### config.mk
export PLATFORM = sky130hd
export DESIGN_NAME = capt_sched
export DESIGN_NICKNAME = d
export VERILOG_FILES = /design/src/rtl/capt_sched.sv
export SDC_FILE = /design/constraint.sdc
export NUM_CORES = 1
export LEC_CHECK = 0
export ABC_AREA = 1
export CAP_MARGIN = 20
export CORE_UTILIZATION = 35
export CTS_CLUSTER_DIAMETER = 100
export CTS_CLUSTER_SIZE = 16
export DETAILED_ROUTE_END_ITERATION = 6
export GPL_TIMING_DRIVEN = 0
export PLACE_DENSITY = 0.79
export RECOVER_POWER = 100
export SLEW_MARGIN = 10
export SYNTH_ARGS = -nofsm -noshare
export SYNTH_HDL_FRONTEND = slang
export SYNTH_SLANG_ARGS = --single-unit
### constraint.sdc
create_clock -name clk -period 3.45 [get_ports clk]
set_clock_uncertainty 0.1 [all_clocks]
set_input_delay 0.69 -clock clk [delete_from_list [all_inputs] [get_ports clk]]
set_output_delay 0.69 -clock clk [all_outputs]
set_load 0.05 [all_outputs]
### src/rtl/capt_sched.sv
`default_nettype none
// ============================================================================
//  Module   : capt_sched
//  Purpose  : Capture scheduler - queues packet descriptors and hands them one
//             at a time to a write controller, with timeout and wrap-halt.
//  Options  : CAPT_SCHED_STATS_EN enables the statistics counters.
//  Revision : 1.0 - initial release
// ============================================================================
module capt_sched #(
    parameter int DESC_DEPTH     = 4,
    parameter int TIMEOUT_CYCLES = 4096
) (
    input  logic        clk,
    input  logic        reset,
    input  logic        desc_valid,
    input  logic [15:0] desc_len,
    output logic        desc_ready,
    input  logic        enable,
    input  logic        stop_on_wrap,
    input  logic        clear_err,
    output logic        wr_ctrl,
    output logic [31:0] pkt_begin,
    output logic [31:0] pkt_end,
    input  logic        wr_ctrl_rdy,
    input  logic        capt_buf_wrap,
    input  logic [31:0] last_write_addr,
    output logic        busy,
    output logic        halted,
    output logic        err,
    output logic [31:0] pkt_count,
    output logic [31:0] byte_count,
    output logic [15:0] wrap_count,
    output logic [15:0] drop_count,
    output logic [31:0] last_addr
);

    localparam int c_AW    = (DESC_DEPTH > 1) ? $clog2(DESC_DEPTH) : 1;
    localparam int c_CNT_W = $clog2(TIMEOUT_CYCLES + 1);

    typedef enum logic [2:0] {
        S_IDLE      = 3'd0,
        S_ISSUE     = 3'd1,
        S_WAIT_ACK  = 3'd2,
        S_WAIT_DONE = 3'd3,
        S_HALT      = 3'd4,
        S_ERR       = 3'd5
    } state_t;

    state_t              r_state, w_next;
    logic [15:0]         r_mem [DESC_DEPTH];
    logic [c_AW-1:0]     r_wr_ptr, r_rd_ptr;
    logic [c_AW:0]       r_count;
    logic [c_CNT_W-1:0]  r_cnt;
    logic                r_wrap;
    logic [15:0]         r_cur_len;
    logic [31:0]         r_pkt_begin, r_pkt_end;

    logic        w_full, w_empty, w_push, w_pop, w_issue, w_done;
    logic        w_in_xfer, w_cnt_hit, w_wrap;
    logic [15:0] w_head;

    assign w_full     = (r_count == (c_AW+1)'(DESC_DEPTH));
    assign w_empty    = (r_count == '0);
    assign desc_ready = reset && !w_full;
    assign w_push     = desc_valid && desc_ready;
    assign w_head     = r_mem[r_rd_ptr];
    assign w_in_xfer  = (r_state == S_ISSUE) || (r_state == S_WAIT_ACK) ||
                        (r_state == S_WAIT_DONE);
    assign w_cnt_hit  = (r_cnt >= c_CNT_W'(TIMEOUT_CYCLES - 1));
    // The wrap seen on the completing cycle itself still counts
    assign w_wrap     = r_wrap || capt_buf_wrap;

    always_comb begin
        w_next  = r_state;
        w_pop   = 1'b0;
        w_issue = 1'b0;
        w_done  = 1'b0;
        case (r_state)
            S_IDLE: begin
                if (!w_empty) begin
                    if (w_head == 16'd0) begin
                        w_pop = 1'b1;
                    end else if (enable && wr_ctrl_rdy) begin
                        w_pop   = 1'b1;
                        w_issue = 1'b1;
                        w_next  = S_ISSUE;
                    end
                end
            end
            S_ISSUE:     w_next = S_WAIT_ACK;
            S_WAIT_ACK: begin
                if (!wr_ctrl_rdy)   w_next = S_WAIT_DONE;
                else if (w_cnt_hit) w_next = S_ERR;
            end
            S_WAIT_DONE: begin
                if (wr_ctrl_rdy) begin
                    w_done = 1'b1;
                    w_next = (w_wrap && stop_on_wrap) ? S_HALT : S_IDLE;
                end else if (w_cnt_hit) begin
                    w_next = S_ERR;
                end
            end
            S_HALT:      if (!enable)   w_next = S_IDLE;
            S_ERR:       if (clear_err) w_next = S_IDLE;
            default:     w_next = S_IDLE;
        endcase
    end

    always_ff @(posedge clk) begin
        if (w_push) r_mem[r_wr_ptr] <= desc_len;
    end

    always_ff @(posedge clk) begin
        if (!reset) begin
            r_state     <= S_IDLE;
            r_wr_ptr    <= '0;
            r_rd_ptr    <= '0;
            r_count     <= '0;
            r_cnt       <= '0;
            r_wrap      <= 1'b0;
            r_cur_len   <= '0;
            r_pkt_begin <= '0;
            r_pkt_end   <= '0;
        end else begin
            r_state <= w_next;
            if (w_push) r_wr_ptr <= r_wr_ptr + 1'b1;
            if (w_pop)  r_rd_ptr <= r_rd_ptr + 1'b1;
            case ({w_push, w_pop})
                2'b10:   r_count <= r_count + 1'b1;
                2'b01:   r_count <= r_count - 1'b1;
                default: r_count <= r_count;
            endcase
            if (w_issue) begin
                r_pkt_begin <= '0;
                r_pkt_end   <= {16'd0, w_head};
                r_cur_len   <= w_head;
                r_wrap      <= 1'b0;
                r_cnt       <= '0;
            end else if (w_in_xfer) begin
                r_wrap <= w_wrap;
                if (r_state != S_ISSUE && !w_cnt_hit) r_cnt <= r_cnt + 1'b1;
            end
        end
    end

    assign wr_ctrl   = (r_state == S_ISSUE);
    assign busy      = w_in_xfer;
    assign halted    = (r_state == S_HALT);
    assign err       = (r_state == S_ERR);
    assign pkt_begin = r_pkt_begin;
    assign pkt_end   = r_pkt_end;

`ifdef CAPT_SCHED_STATS_EN
    logic [31:0] r_pkt_count, r_byte_count, r_last_addr;
    logic [15:0] r_wrap_count, r_drop_count;

    always_ff @(posedge clk) begin
        if (!reset) begin
            r_pkt_count  <= '0;
            r_byte_count <= '0;
            r_last_addr  <= '0;
            r_wrap_count <= '0;
            r_drop_count <= '0;
        end else begin
            if (w_done) begin
                r_pkt_count  <= r_pkt_count + 1'b1;
                r_byte_count <= r_byte_count + {16'd0, r_cur_len};
                r_last_addr  <= last_write_addr;
                if (w_wrap && r_wrap_count != 16'hFFFF)
                    r_wrap_count <= r_wrap_count + 1'b1;
            end
            if (desc_valid && !desc_ready && r_drop_count != 16'hFFFF)
                r_drop_count <= r_drop_count + 1'b1;
        end
    end

    assign pkt_count  = r_pkt_count;
    assign byte_count = r_byte_count;
    assign wrap_count = r_wrap_count;
    assign drop_count = r_drop_count;
    assign last_addr  = r_last_addr;
`else
    logic w_unused;
    assign w_unused   = ^{last_write_addr, r_cur_len};
    assign pkt_count  = '0;
    assign byte_count = '0;
    assign wrap_count = '0;
    assign drop_count = '0;
    assign last_addr  = '0;
`endif

endmodule
`default_nettype wire

Yosys cells after proc, flatten, opt, wreduce, memory -nomap -nowiden
Memories as Yosys holds them, arrays and structs flattened. A register that Yosys moved wholly into a read port is not among the register bits.
Index checks and enable logic that the tools add are counted.
{"block": "word_totals", "input_bits": 56, "word_cells": 68, "ram_bits": 64, "n_memories": 1, "ff_bits": 40}
{"memory": "r_mem", "depth": 4, "width": 16, "rd": 1, "rd_ports_with_merged_regs": 1, "write_ports": 1, "line": "50", "source": "logic [15:0] r_mem [DESC_DEPTH];"}
{"block": "op_classes", "reduce_logical": 17, "magnitude_cmp": 1, "n_addsub": 5, "mux": 22, "n_bitwise": 1, "eq_ne": 14}
{"operator": "$mux W3", "n": 9}
{"operator": "$pmux W3 S6", "n": 1}
{"operator": "$logic_not A16 Y1", "n": 1}
{"operator": "$add A13 B1 Y13 const B", "n": 1}
{"operator": "$ge A13 B12 Y1 const B", "n": 1}
{"operator": "$ne A2 B2 Y1 const B", "n": 5}
{"operator": "$eq A3 B3 Y1 const B", "n": 3}
{"operator": "$mux W1", "n": 9}
{"operator": "$eq A3 B2 Y1 const B", "n": 2}
{"operator": "$logic_not A3 Y1", "n": 2}
{"operator": "$pmux W3 S2", "n": 1}
{"operator": "$logic_and A1 B1 Y1", "n": 5}
{"operator": "$reduce_and A5 Y1", "n": 1}
{"operator": "$add A2 B1 Y2 const B", "n": 2}
{"operator": "$mux W2", "n": 2}
{"operator": "$add A3 B1 Y3 const B", "n": 1}
{"operator": "$eq A3 B1 Y1 const B", "n": 1}
{"operator": "$logic_or A1 B1 Y1", "n": 3}
{"operator": "$ne A3 B1 Y1 const B", "n": 1}
{"operator": "$sub A3 B1 Y3 const B", "n": 1}
{"operator": "$eq A2 B1 Y1 const B", "n": 1}
{"operator": "$eq A2 B2 Y1 const B", "n": 1}
{"operator": "$logic_not A1 Y1", "n": 2}
{"operator": "$reduce_and A2 Y1", "n": 1}
{"operator": "other kinds (3)", "n": 3}

Logic depth before layout (Yosys ltp)
Gate-level depths: netlist of the first run.
{"block": "depth", "word_depth": 7, "depth_mapped": 19, "depth_no_buf": 17}

Least setup slack after synthesis of the first run
Ideal clock, no wire load.
{"block": "synth_timing", "path_kind": "in2reg", "startpoint": "input port reset", "endpoint": "memory r_mem[0][0] (enable)", "t_arrival_ps": 3033, "path_slack_ps": -71, "stages": 5, "setup_ps": 389, "path_cell_list": "clkbuf_1 > inv_1 > a31oi_1 > nand2_1 > nor2_1"}
{"block": "synth_via", "elab_chain_len": 4}
{"item": "start, declared", "line": "14", "source": "input logic reset,"}
{"item": "$logic_and A1 B1 Y1", "line": "64", "source": "assign desc_ready = reset && !w_full;"}
{"item": "net desc_ready", "line": "17", "source": "output logic desc_ready,"}
{"item": "$logic_and A1 B1 Y1", "line": "65", "source": "assign w_push = desc_valid && desc_ready;"}
{"item": "$mux W1", "line": "110", "source": "if (w_push) r_mem[r_wr_ptr] <= desc_len;"}
{"item": "$mux W1 (not written as such)", "line": "110"}
{"item": "end, declared", "line": "50"}
The timed path passes the listed nets, and every way through them passes these cells.

==> results of run 1 <==
## critical path: cells and delay by family, from the launching register on
kind / cells / cell delay (ps)
AO/OA/AOI/OAI: 5 / 670
flip-flops: 1 / 310
buffers and inverters: 5 / 630
AND/OR/NAND/NOR: 6 / 710
adder cells (fa/ha/maj): 2 / 530
## routing by layer
metal / vias to the layer above / share of wire / global-route usage
li1: 2315 / - / -
met5: - / 0 / 0
met3: 13 / 0.097 / 0.0414
met4: 0 / 0.0091 / 0.0428
met1: 1856 / 0.37 / 0.137
met2: 179 / 0.52 / 0.247
## metrics by stage
step	TNS (ps)	hold slack [ps]	setup slack [ps]	std cells
global route	0	370	108	1145
floorplan	-4550	329	-71.1	863
finish	0	338	402	1145
detailed placement	0	334	380	1130
CTS	0	344	378	1145
global placement	0	328	152	1126
## cells in the final DEF (no fill, tap or decap), types with 3 or more instances in the layout
| master | n |
|---|---|
| a21oi_2 | 7 |
| clkbuf_16 | 9 |
| o21ai_0 | 11 |
| dfxtp_1 | 42 |
| clkdlybuf4s50_1 | 6 |
| inv_1 | 47 |
| nand3_1 | 44 |
| a21oi_1 | 28 |
| buf_6 | 5 |
| conb_1 | 176 |
| dlygate4sd3_1 | 37 |
| clkbuf_1 | 10 |
| nand2_1 | 164 |
| xor2_1 | 5 |
| inv_2 | 3 |
| buf_2 | 4 |
| ha_1 | 6 |
| nor3_1 | 4 |
| edfxtp_1 | 64 |
| buf_4 | 180 |
| nor2_1 | 46 |
| nand4_1 | 9 |
## final cells by class
cell class                 count  share of cell area
buffer                       195               0.190
clock buffer                  10              0.0300
clock inverter                 5             0.00722
inverter                      51              0.0253
multi-input combinational    511               0.290
sequential                   106               0.363
tap                          220              0.0361
timing repair buffer          47              0.0585
## power groups by stage
stage	sequential [mW]	combinational [mW]	clock, mW
floorplan	1.56	0.949	0
global placement	1.48	1.22	0
detailed placement	1.49	1.23	0
CTS	1.46	1.23	1.01
global route	1.47	1.30	1.05
finish	1.46	1.21	0.995
## flip-flops by register name, summed over array words and instances (netlist names), named ones only
| signal | cells |
|---|---|
| r_mem | 64 |
| pkt_end | 16 |
| r_cnt | 13 |
| r_count | 3 |
| r_state | 3 |
| r_rd_ptr | 2 |
| r_wr_ptr | 2 |
| r_wrap | 1 |
## path summary, 6_finish.rpt
check | endpoint | depth (start not counted) | startpoint | slack (ps)
setup / recovery | r_count[2] | 18 | flip-flop | 400
hold / removal | pkt_end[5] | 2 | pkt_end[5] | 340
setup reg to reg | r_count[2] | 18 | flip-flop | 400
hold reg to reg | pkt_end[5] | 2 | pkt_end[5] | 340
## kinds of logic (layout without fill, tap and decap cells)
group                    after synthesis  in the layout  share of synthesized area
adder cells (fa/ha/maj)                7              7                     0.0159
XOR/XNOR                               7              7                     0.0102
AO/OA/AOI/OAI                         51             51                     0.0487
other                                  1            176                   0.000626
buffers and inverters                246            308                      0.277
AND/OR/NAND/NOR                      270            270                      0.187
flip-flops                           106            106                      0.461
==> flow_summary.ini, run 1 <==
[pwr]
p_leak_nw = 3.76
p_int_mw = 2.30
combPwrFrac = 0.330
power_frac_clock = 0.272
switching_share = 0.371
switchingPower_mw = 1.36
pwr-share-seq = 0.398
ir_drop_mv = 0.270
power_density_mw_per_mm2 = 481
total_power_mw = 3.66

[clock_network]
clk_path_buf_depth = 2
clockRootBuffer = clkbuf_16
cts.sinks = 106
cts_tree = built
h-tree-depth = 3
postCtsHoldBufs = 0
post_cts_resized = 0
postCtsSetupBuffers = 0
path_clk_slew_ps = 70
insertion_delay_ps = 350
cts_buffers = 9

[finish]
final_util = 0.458
regArea_sq_mm = 0.00276
multi_input_area_sq_mm = 0.00221
final_nets = 984
layout-drive-gt1-share = 0.232
diodes = 0
syn2layout_area_growth_pct = 27.2
stdcell_area_sq_mm = 0.00762
fillers = 1577

[die]
rows = 47
die_y_microns = 133
die_w_microns = 133
core_sq_mm = 0.0166
fp.dieArea_sq_mm = 0.0176
start_util = 0.360
ios = 253

[global_routing]
grt_overflow = 0
grt_pass1_wl_microns = 18400
antenna_found_initial = 0
grt_use_total = 0.131
grt_pass1_vias = 3908
grt_max_degree = 17

[sta]
rsz0062_at_grt = false
hold_viol_final = 0
slew_headroom = 0.451
finalSetupViolCount = 0
period_needed_ps = 3050
slew_violations = 0
tightest_slew_ps = 820
fmax_mhz = 328
finalCritPeriodShare = 0.883

[yosys]
synthCells = 688
synthFlopType = edfxtp_1
synth.most_common_cell = buf_4
ys_seq_elements = 106
synth_common_cells = 182 x buf_4, 163 x nand2_1, 64 x edfxtp_1, 46 x inv_1, 46 x nor2_1
synth_edf_count = 64
ys_types = 32
yosys_warnings = 0
avgSynthCellArea_sq_um = 8.71
async_flop_share = 0
synthTopCellsByArea = edfxtp_1 32%, buf_4 23%, dfxtp_1 14%
synth_area_sq_mm = 0.00599
ys_seq_area_frac = 0.461
synth_top_area_share = 0.321
synth_top_area_cell = edfxtp_1

[setup_path]
cp_common_cell = nand2_1
critPathRequiredTime_ps = 3580
cp-start-kind = flip-flop
critPathMaxFanout = 10
crit_chain = buf_4, clkinv_2, buf_6, nand3_1, nand2_1, nand2_1, nor2_1, nand2_1, o21ai_1, nand2_1, inv_1, ha_1, inv_1, fa_1, a21oi_1, o21ai_0, o21ai_0, a21oi_1
worstSetupPathType = flip-flop to flip-flop
cp.arrival_ps = 3170
slowest_delay_ps = 380
endpoint_kind = flip-flop
critPathSlowestCell = fa_1

[status]
status = completed

[job]
cap_viol_max_count = 0

[detailed_routing]
routed_wl_microns = 11600
antenna_left = 0
first_iter_violations = 156
viasPerCell = 3.81
drc = 0
first_pass_iters = 5
vias = 4363
wl_per_cell_microns = 10.1

[place]
io_buffers = 43
place_congestion = 0.802
place_hpwl_microns = 9030
post_dp_cell_area_sq_mm = 0.00741

[worst_hold_path]
hold_path.class = flip-flop to flip-flop
Note: power is estimated with default switching activity, not from simulation.
==> inputs of run 2 (changes only) <==
Settings changed: SKIP_CTS_REPAIR_TIMING set to 1.
==> results of run 2 <==
No change in the layout: final DEF, timing and power equal those of run 1.
